**src/rtl/imem_loader.sv**
```systemverilog
// imem_loader: framed byte-stream loader driving the instruction memory write port.
// Keeps the core in reset until a whole frame has been written and its XOR checksum matches.
module imem_loader #(
   parameter int unsigned ADDR_W  = 6,
   parameter int unsigned DEPTH   = 64,
   parameter logic [7:0]  SYNC    = 8'hA5,
   parameter int unsigned TIMEOUT = 1023
) (
   input  logic              clk,
   input  logic              rst,
   input  logic              in_valid,
   input  logic [7:0]        in_data,
   output logic              in_ready,
   output logic              wr_en,
   output logic [ADDR_W-1:0] wr_addr,
   output logic [15:0]       wr_data,
   output logic              cpu_hold,
   output logic              done,
   output logic              err
);
   localparam int unsigned TO_W = $clog2(TIMEOUT + 1);
   localparam int unsigned N_W  = ADDR_W + 1;

   typedef enum logic [2:0] {
      S_IDLE, S_COUNT, S_HI, S_LO, S_WRITE, S_CHECK, S_DONE, S_ERROR
   } state_t;

   state_t            state_q, state_d;
   logic [N_W-1:0]    left_q, left_d;
   logic [ADDR_W-1:0] addr_q, addr_d;
   logic [7:0]        hi_q, hi_d;
   logic [7:0]        sum_q, sum_d;
   logic [TO_W-1:0]   idle_q, idle_d;
   logic              in_ready_q, in_ready_d;
   logic              wr_en_q, wr_en_d;
   logic [ADDR_W-1:0] wr_addr_q, wr_addr_d;
   logic [15:0]       wr_data_q, wr_data_d;
   logic              cpu_hold_q, cpu_hold_d;
   logic              done_q, done_d;
   logic              err_q, err_d;
   logic              accept;

   always_comb begin
      state_d   = state_q;
      left_d    = left_q;
      addr_d    = addr_q;
      hi_d      = hi_q;
      sum_d     = sum_q;
      idle_d    = '0;
      wr_addr_d = wr_addr_q;
      wr_data_d = wr_data_q;
      accept    = in_valid & in_ready_q;

      case (state_q)
         S_IDLE, S_DONE, S_ERROR: begin
            if (accept && in_data == SYNC) state_d = S_COUNT;
         end
         S_COUNT: begin
            if (accept) begin
               addr_d = '0;
               sum_d  = in_data;
               if (32'(in_data) > DEPTH) begin
                  state_d = S_ERROR;
               end else begin
                  state_d = S_HI;
                  left_d  = (in_data == 8'd0) ? N_W'(DEPTH) : N_W'(in_data);
               end
            end
         end
         S_HI: begin
            if (accept) begin
               hi_d    = in_data;
               sum_d   = sum_q ^ in_data;
               state_d = S_LO;
            end
         end
         S_LO: begin
            if (accept) begin
               sum_d     = sum_q ^ in_data;
               wr_addr_d = addr_q;
               wr_data_d = {hi_q, in_data};
               state_d   = S_WRITE;
            end
         end
         S_WRITE: begin
            addr_d  = addr_q + 1'b1;
            left_d  = left_q - 1'b1;
            state_d = (left_q == N_W'(1)) ? S_CHECK : S_HI;
         end
         S_CHECK: begin
            if (accept) state_d = (in_data == sum_q) ? S_DONE : S_ERROR;
         end
         default: state_d = S_IDLE;
      endcase

      // Stall watchdog: only runs while a frame is waiting on the byte source.
      if (state_q inside {S_COUNT, S_HI, S_LO, S_CHECK} && !accept) begin
         if (idle_q == TO_W'(TIMEOUT - 1)) begin
            state_d = S_ERROR;
         end else begin
            idle_d = idle_q + 1'b1;
         end
      end

      in_ready_d = (state_d != S_WRITE);
      wr_en_d    = (state_d == S_WRITE);
      cpu_hold_d = (state_d != S_DONE);
      done_d     = (state_d == S_DONE);
      err_d      = (state_d == S_ERROR);
   end

   always_ff @(posedge clk or negedge rst) begin
      if (!rst) begin
         state_q    <= S_IDLE;
         left_q     <= '0;
         addr_q     <= '0;
         hi_q       <= '0;
         sum_q      <= '0;
         idle_q     <= '0;
         in_ready_q <= 1'b1;
         wr_en_q    <= 1'b0;
         wr_addr_q  <= '0;
         wr_data_q  <= '0;
         cpu_hold_q <= 1'b1;
         done_q     <= 1'b0;
         err_q      <= 1'b0;
      end else begin
         state_q    <= state_d;
         left_q     <= left_d;
         addr_q     <= addr_d;
         hi_q       <= hi_d;
         sum_q      <= sum_d;
         idle_q     <= idle_d;
         in_ready_q <= in_ready_d;
         wr_en_q    <= wr_en_d;
         wr_addr_q  <= wr_addr_d;
         wr_data_q  <= wr_data_d;
         cpu_hold_q <= cpu_hold_d;
         done_q     <= done_d;
         err_q      <= err_d;
      end
   end

   assign in_ready = in_ready_q;
   assign wr_en    = wr_en_q;
   assign wr_addr  = wr_addr_q;
   assign wr_data  = wr_data_q;
   assign cpu_hold = cpu_hold_q;
   assign done     = done_q;
   assign err      = err_q;

endmodule

```
**config.mk**
```make
export PLATFORM = sky130hd
export DESIGN_NAME = imem_loader
export DESIGN_NICKNAME = d
export VERILOG_FILES = /design/src/rtl/imem_loader.sv
export SDC_FILE = /design/constraint.sdc
export NUM_CORES = 1
export LEC_CHECK = 0
export CORE_MARGIN = 5
export CORE_UTILIZATION = 34
export DETAILED_ROUTE_END_ITERATION = 7
export HOLD_SLACK_MARGIN = 0.05
export PLACE_DENSITY = 0.61
export RECOVER_POWER = 100
export SYNTH_ARGS = -nofsm -noshare
export SYNTH_HDL_FRONTEND = slang
export SYNTH_SLANG_ARGS = --single-unit
```
**constraint.sdc**
```tcl
create_clock -name clk -period 1.68 [get_ports clk]
set_input_delay 0.252 -clock clk [delete_from_list [all_inputs] [get_ports clk]]
set_output_delay 0.252 -clock clk [all_outputs]
set_load 0.1 [all_outputs]
```
==> results_dict.tcl, run 1 <==
set metrics [dict create \
    status "complete, no violations" \
    clock-sinks 69 \
    grt_setup_unrepaired "yes" \
    holdCritPathClass "in -> async" \
    grt_pass1_vias 2520 \
    crit_slowest_cell "dfstp_4" \
    path_class "reg -> reg" \
    maxSlewHeadroom_pct 63.1 \
    yosysSeqAreaShare_pct 53.2 \
    holdWs_ns 0.413 \
    cts_tree "built" \
    yosys-top-cells-area "dfrtp_1 (52%), mux2_2 (9.4%), xor2_1 (4.9%)" \
    cts_root_buf "clkbuf_8" \
    dp_hpwl_um 5480 \
    num_vias 2497 \
    avgSynthCellArea_um2 11.2 \
    die_area_um2 11600 \
    placement.io_buffers 37 \
    placed_cell_area_um2 4360 \
    clock_path_buffers 2 \
    die_y_um 108 \
    layout.nets 389 \
    grt.total_usage_pct 13.8 \
    drv_cap 0 \
    grt-ovfl-total 0 \
    clk_pin_slew_ns 0.06 \
    grt_pass1_wl_um 12700 \
    routed_wl_um 7500 \
    initial_core_util_pct 35.0 \
    min_period_ns 1.68 \
    syn_inst 290 \
    drc 0 \
    fin_crit_sh_pct 99.8 \
    synth_fp_nets 306 \
    grt_max_degree 30 \
    synth.distinct_cells 52 \
    drv_slew 0 \
    clk_latency_ns 0.34 \
    ys_ff_latch 69 \
    ctsHtreeMaxLevel 3 \
    cts_buffers 9 \
    worst_clock_skew_ns 0.00664 \
    gp_congestion 0.851 \
    coreArea_um2 9280 \
    final_area_um2 4230 \
    cp_max_fo 6 \
    dr.pass1.iters 4 \
    ff2ff_setup_slack_ns 0.004 \
    crit_path_max_incr_delay_ns 0.65 \
    diodes 0 \
    cp_cell_sequence "nand2_8 > a2111oi_1 > a2bb2oi_1 > o21a_1 > and3_1" \
    synth_ff_type "dfrtp_1" \
    cp-end-kind "flop" \
    viasPerCell 4.94 \
    synthesis.area_um2 3250 \
    max_freq_ghz 0.597 \
    routedWlPerCell_um 14.8 \
    async_flop_share_pct 100 \
    critPathLaunchType "flop" \
    arrival_ns 1.95 \
    area_growth_pct 30.3 \
    worst_pin_slew_ns 0.556 \
    fin_tns_setup_ns 0 \
    setup_violations 0 \
    placementRows 35 \
    drt_iter0_drc 115 \
    hold_viol_final 0 \
    fillers 908 \
    ios 38 \
    ys_warn_count 0 \
    synth_top_area_share_pct 51.6 \
    synth_edf_count 0 \
    drive_gt1_share_pct 36.4 \
    synth_largest_area_cell "dfrtp_1" \
    final_antenna_net_count 0 \
    die_x_um 108 \
    antenna_found_initial 0 \
    cp_data_required_time_ns 1.96 \
]
==> worst paths after layout <==
| path | from | end | cells past startpoint |
|---|---|---|---|
| max | in_ready | done | 5 |
| min | rst | hi_q[2] | 2 |
| max reg2reg | in_ready | done | 5 |
| min reg2reg | addr_q[5] | addr_q[5] | 1 |
| max in group asynchronous | rst | cpu_hold | 3 |
| min in group clk | in_data[6] | left_q[6] | 3 |
==> cells in the final DEF, fill, tap and decap left out, types with 3 or more instances in the layout <==
master / synthesis / routed
nand2_1: 29 / 27
clkinv_2: 0 / 3
mux2i_1: 4 / 4
clkbuf_2: 0 / 28
nor3_2: 2 / 3
mux2_2: 27 / 27
xor2_1: 18 / 18
ha_1: 5 / 4
dlygate4sd2_1: 0 / 3
mux2_1: 3 / 3
a21oi_1: 12 / 12
clkdlybuf4s50_1: 0 / 4
and3_1: 4 / 4
xnor2_1: 6 / 6
clkbuf_8: 0 / 9
a211oi_1: 4 / 4
nor2_1: 26 / 25
nand4_1: 4 / 4
nand3_1: 16 / 15
buf_4: 0 / 38
inv_1: 7 / 6
o21ai_0: 8 / 7
dfrtp_1: 67 / 67
==> registers in the layout (all words and copies together) (netlist names) <==
| register | count |
|---|---|
| addr_q | 6 |
| idle_q | 10 |
| wr_data | 16 |
| state_q | 3 |
| sum_q | 8 |
| cpu_hold | 1 |
| wr_addr | 6 |
| hi_q | 8 |
| err | 1 |
| left_q | 7 |
| wr_en | 1 |
| done | 1 |
| in_ready | 1 |
==> cell type report <==
| cell class | count | area [um2] | share of cell area [%] |
|---|---|---|---|
| Inverter | 8 | 30.0 | 0.710 |
| Timing Repair Buffer | 81 | 578 | 13.7 |
| Multi-Input combinational cell | 204 | 1580 | 37.4 |
| Clock buffer | 11 | 131 | 3.10 |
| Tap cell | 129 | 161 | 3.81 |
| Clock inverter | 3 | 15.0 | 0.355 |
| Sequential cell | 69 | 1730 | 41.0 |
==> cell usage after synthesis, types with 2 or more instances <==
master / count
dfrtp_1: 67
nand2_1: 29
mux2_2: 27
nor2_1: 26
xor2_1: 18
nand3_1: 16
a21oi_1: 12
o21ai_0: 8
inv_1: 7
xnor2_1: 6
buf_2: 5
ha_1: 5
a211oi_1: 4
and3_1: 4
mux2i_1: 4
nand4_1: 4
clkbuf_1: 3
mux2_1: 3
a2bb2oi_1: 2
a311oi_1: 2
a31oi_1: 2
and4_1: 2
dfstp_2: 2
nand2b_1: 2
nor3_1: 2
nor3_2: 2
==> what timing repair did <==
| item | 4_1_cts | 5_1_grt |
|---|---|---|
| endpoints found under the setup margin | 10 | 23 |
| pin swaps | 7 | 5 |
| endpoints found under the hold margin | 19 | 0 |
| gates resized for setup | 12 | 15 |
| buffers inserted | 4 | 2 |
| hold buffers | 1 | 0 |
==> per-stage QoR <==
stage | utilization [%] | worst slack [ns] | instances
global placement | 47.0 | -0.401 | 486
detailed placement | 47.0 | -0.421 | 486
CTS | 49.5 | -0.0209 | 505
global route | 45.6 | -0.0743 | 505
floorplan | - | -0.181 | 290
finish | 45.6 | 0.00387 | 505
==> worst max-delay path, delay by kind of cell (launching register included) <==
kind               cells  cell delay [ns]
AOI/OAI and AO/OA      3             0.72
and+or+nand+nor        2             0.24
DFF                    1             0.65
==> per-layer routing <==
metal	vias up	track usage, %	part of all wire, %
li1	1189	-	-
met1	1243	18.0	47
met2	54	22.0	48
met3	11	3.36	3.6
met4	0	5.32	1.7
met5	-	0	0
==> cells by family (layout without fill, tap and decap cells) <==
group	after synthesis	after routing	synth area share, %
adders and majority gates	5	5	1.93
AOI/OAI and AO/OA	44	44	8.90
DFF	69	69	53.2
xor gates and xnor gates	24	24	6.47
buffers and inverters	17	103	2.39
and+or+nand+nor	97	97	15.4
muxes	34	34	11.6
Power of run 1 is left out: the tool's default activity adds up to more than one toggle a clock period on the data nets, which glitch-free logic cannot reach.
==> inputs of run 2 (changes only) <==
--- a/config.mk
+++ b/config.mk
@@ -5,7 +5,6 @@
 export SDC_FILE = /design/constraint.sdc
 export NUM_CORES = 1
 export LEC_CHECK = 0
-export CORE_MARGIN = 5
 export CORE_UTILIZATION = 34
 export DETAILED_ROUTE_END_ITERATION = 7
 export HOLD_SLACK_MARGIN = 0.05
==> results_dict.tcl, run 2 (synthesis results as in run 1) <==
set metrics [dict create \
    status "complete, no violations" \
    num_vias 2529 \
    cts_root_buf "clkbuf_8" \
    diodes 0 \
    drv_slew 0 \
    cts_buffers 9 \
    max_freq_ghz 0.599 \
    grt_pass1_wl_um 12700 \
    hold_viol_final 0 \
    clock-sinks 69 \
    cp_data_required_time_ns 1.91 \
    setup_violations 0 \
    cp_max_fo 24 \
    setup_slack_ns 0.00941 \
    worst_pin_slew_ns 0.836 \
    viasPerCell 4.90 \
    ios 38 \
    area_growth_pct 37.0 \
    final_antenna_net_count 0 \
    grt_pass1_vias 2580 \
    cp-end-kind "flop" \
    fin_crit_sh_pct 99.4 \
    antenna_found_initial 0 \
    cts_tree "built" \
    arrival_ns 1.90 \
    grt-ovfl-total 0 \
    grt.total_usage_pct 16.7 \
    initial_core_util_pct 35.2 \
    critPathLaunchType "flop" \
    pre_cts_slack_ns -0.452 \
    die_x_um 99.7 \
    layout.nets 398 \
    clk_pin_slew_ns 0.08 \
    maxSlewHeadroom_pct 44.2 \
    ctsHtreeMaxLevel 3 \
    largest_reg_flops 16 \
    die_area_um2 9950 \
    placement.io_buffers 37 \
    drive_gt1_share_pct 39.8 \
    drc 0 \
    grt_setup_unrepaired "yes" \
    drt_iter0_drc 146 \
    grt_max_degree 28 \
    mostFrequentLayoutCells "dfrtp_1 (67), buf_4 (41), clkbuf_2 (28), mux2_2 (27)" \
    routed_wl_um 7790 \
    die_y_um 99.7 \
    coreArea_um2 9240 \
    clk_latency_ns 0.34 \
    path_class "reg -> reg" \
    dr.pass1.iters 4 \
    placementRows 35 \
    min_period_ns 1.67 \
    dp_hpwl_um 5490 \
    holdCritPathClass "in -> reg" \
    final_common_cell "dfrtp_1" \
    gp_congestion 0.826 \
    routedWlPerCell_um 15.1 \
    clock_path_buffers 2 \
    drv_cap 0 \
    worst_clock_skew_ns 0.00590 \
    fillers 857 \
]
-- run 2: final cells by class --
type | count | area (um2) | share of cell area [%]
multi-input cells | 204 | 1610 | 36.1
repair buffers | 90 | 646 | 14.5
flip-flops and latches | 69 | 1730 | 38.9
inverters | 8 | 30.0 | 0.675
clock inverters | 6 | 134 | 3.01
clock buffers | 10 | 138 | 3.09
well taps | 129 | 161 | 3.63
-- run 2: worst max-delay path: stages (launching register included) --
cell	delay [ns]
dfrtp_1	0.49
and3b_2	0.27
buf_4	0.14
nand3_4	0.09
buf_12	0.19
mux2_2	0.36
-- run 2: path summary, 6_finish.rpt --
| path | from | to | slack (ns) | depth (start not counted) |
|---|---|---|---|---|
| setup / recovery | state_q[2] | wr_addr[4] | 0.009 | 5 |
| hold / removal | in_data[5] | sum_q[5] | 0.43 | 4 |
| setup reg to reg | state_q[2] | wr_addr[4] | 0.009 | 5 |
| hold reg to reg | hi_q[3] | hi_q[3] | 0.48 | 1 |
| max in group asynchronous | rst | wr_data[9] | 0.22 | 3 |
| min in group asynchronous | rst | addr_q[1] | 0.52 | 2 |
-- run 2: routing by layer --
layer,up-vias,global-route usage (%),part of all wire [%]
li1,1223,-,-
met1,1247,21.8,46
met2,54,27.6,49
met3,5,4.08,3.4
met4,0,4.41,0.67
met5,-,0,0
-- run 2: timing repair --
item / in CTS / in global routing
setup endpoints to repair: 34 / 37
pin swaps: 1 / 7
hold endpoints to repair: 13 / 0
hold buffers: 1 / 0
gates resized for setup: 16 / 18
buffers inserted: 5 / 2
-- run 2: metrics by stage --
step	cells	area, um2	TNS [ns]	util, %	hold slack (ns)
after floorplan	290	3290	-3.77	-	-0.0436
after global placement	493	4410	-11.67	47.8	0.195
after detailed placement	493	4410	-12.62	47.8	0.199
after CTS	515	4790	-0.0174	51.9	0.362
after global routing	516	4450	-2.09	48.2	0.447
final	516	4450	0	48.2	0.430
Power of run 2 is left out for the same reason.
==> inputs of run 3 (changes only) <==
--- a/config.mk
+++ b/config.mk
@@ -6,8 +6,8 @@
 export NUM_CORES = 1
 export LEC_CHECK = 0
 export CORE_UTILIZATION = 34
+export CTS_CLUSTER_SIZE = 20
 export DETAILED_ROUTE_END_ITERATION = 7
-export HOLD_SLACK_MARGIN = 0.05
 export PLACE_DENSITY = 0.61
 export RECOVER_POWER = 100
 export SYNTH_ARGS = -nofsm -noshare
==> results of run 3 <==
The final DEF is identical to that of run 2; final timing and power are the same.
Power of run 3 is left out for the same reason.
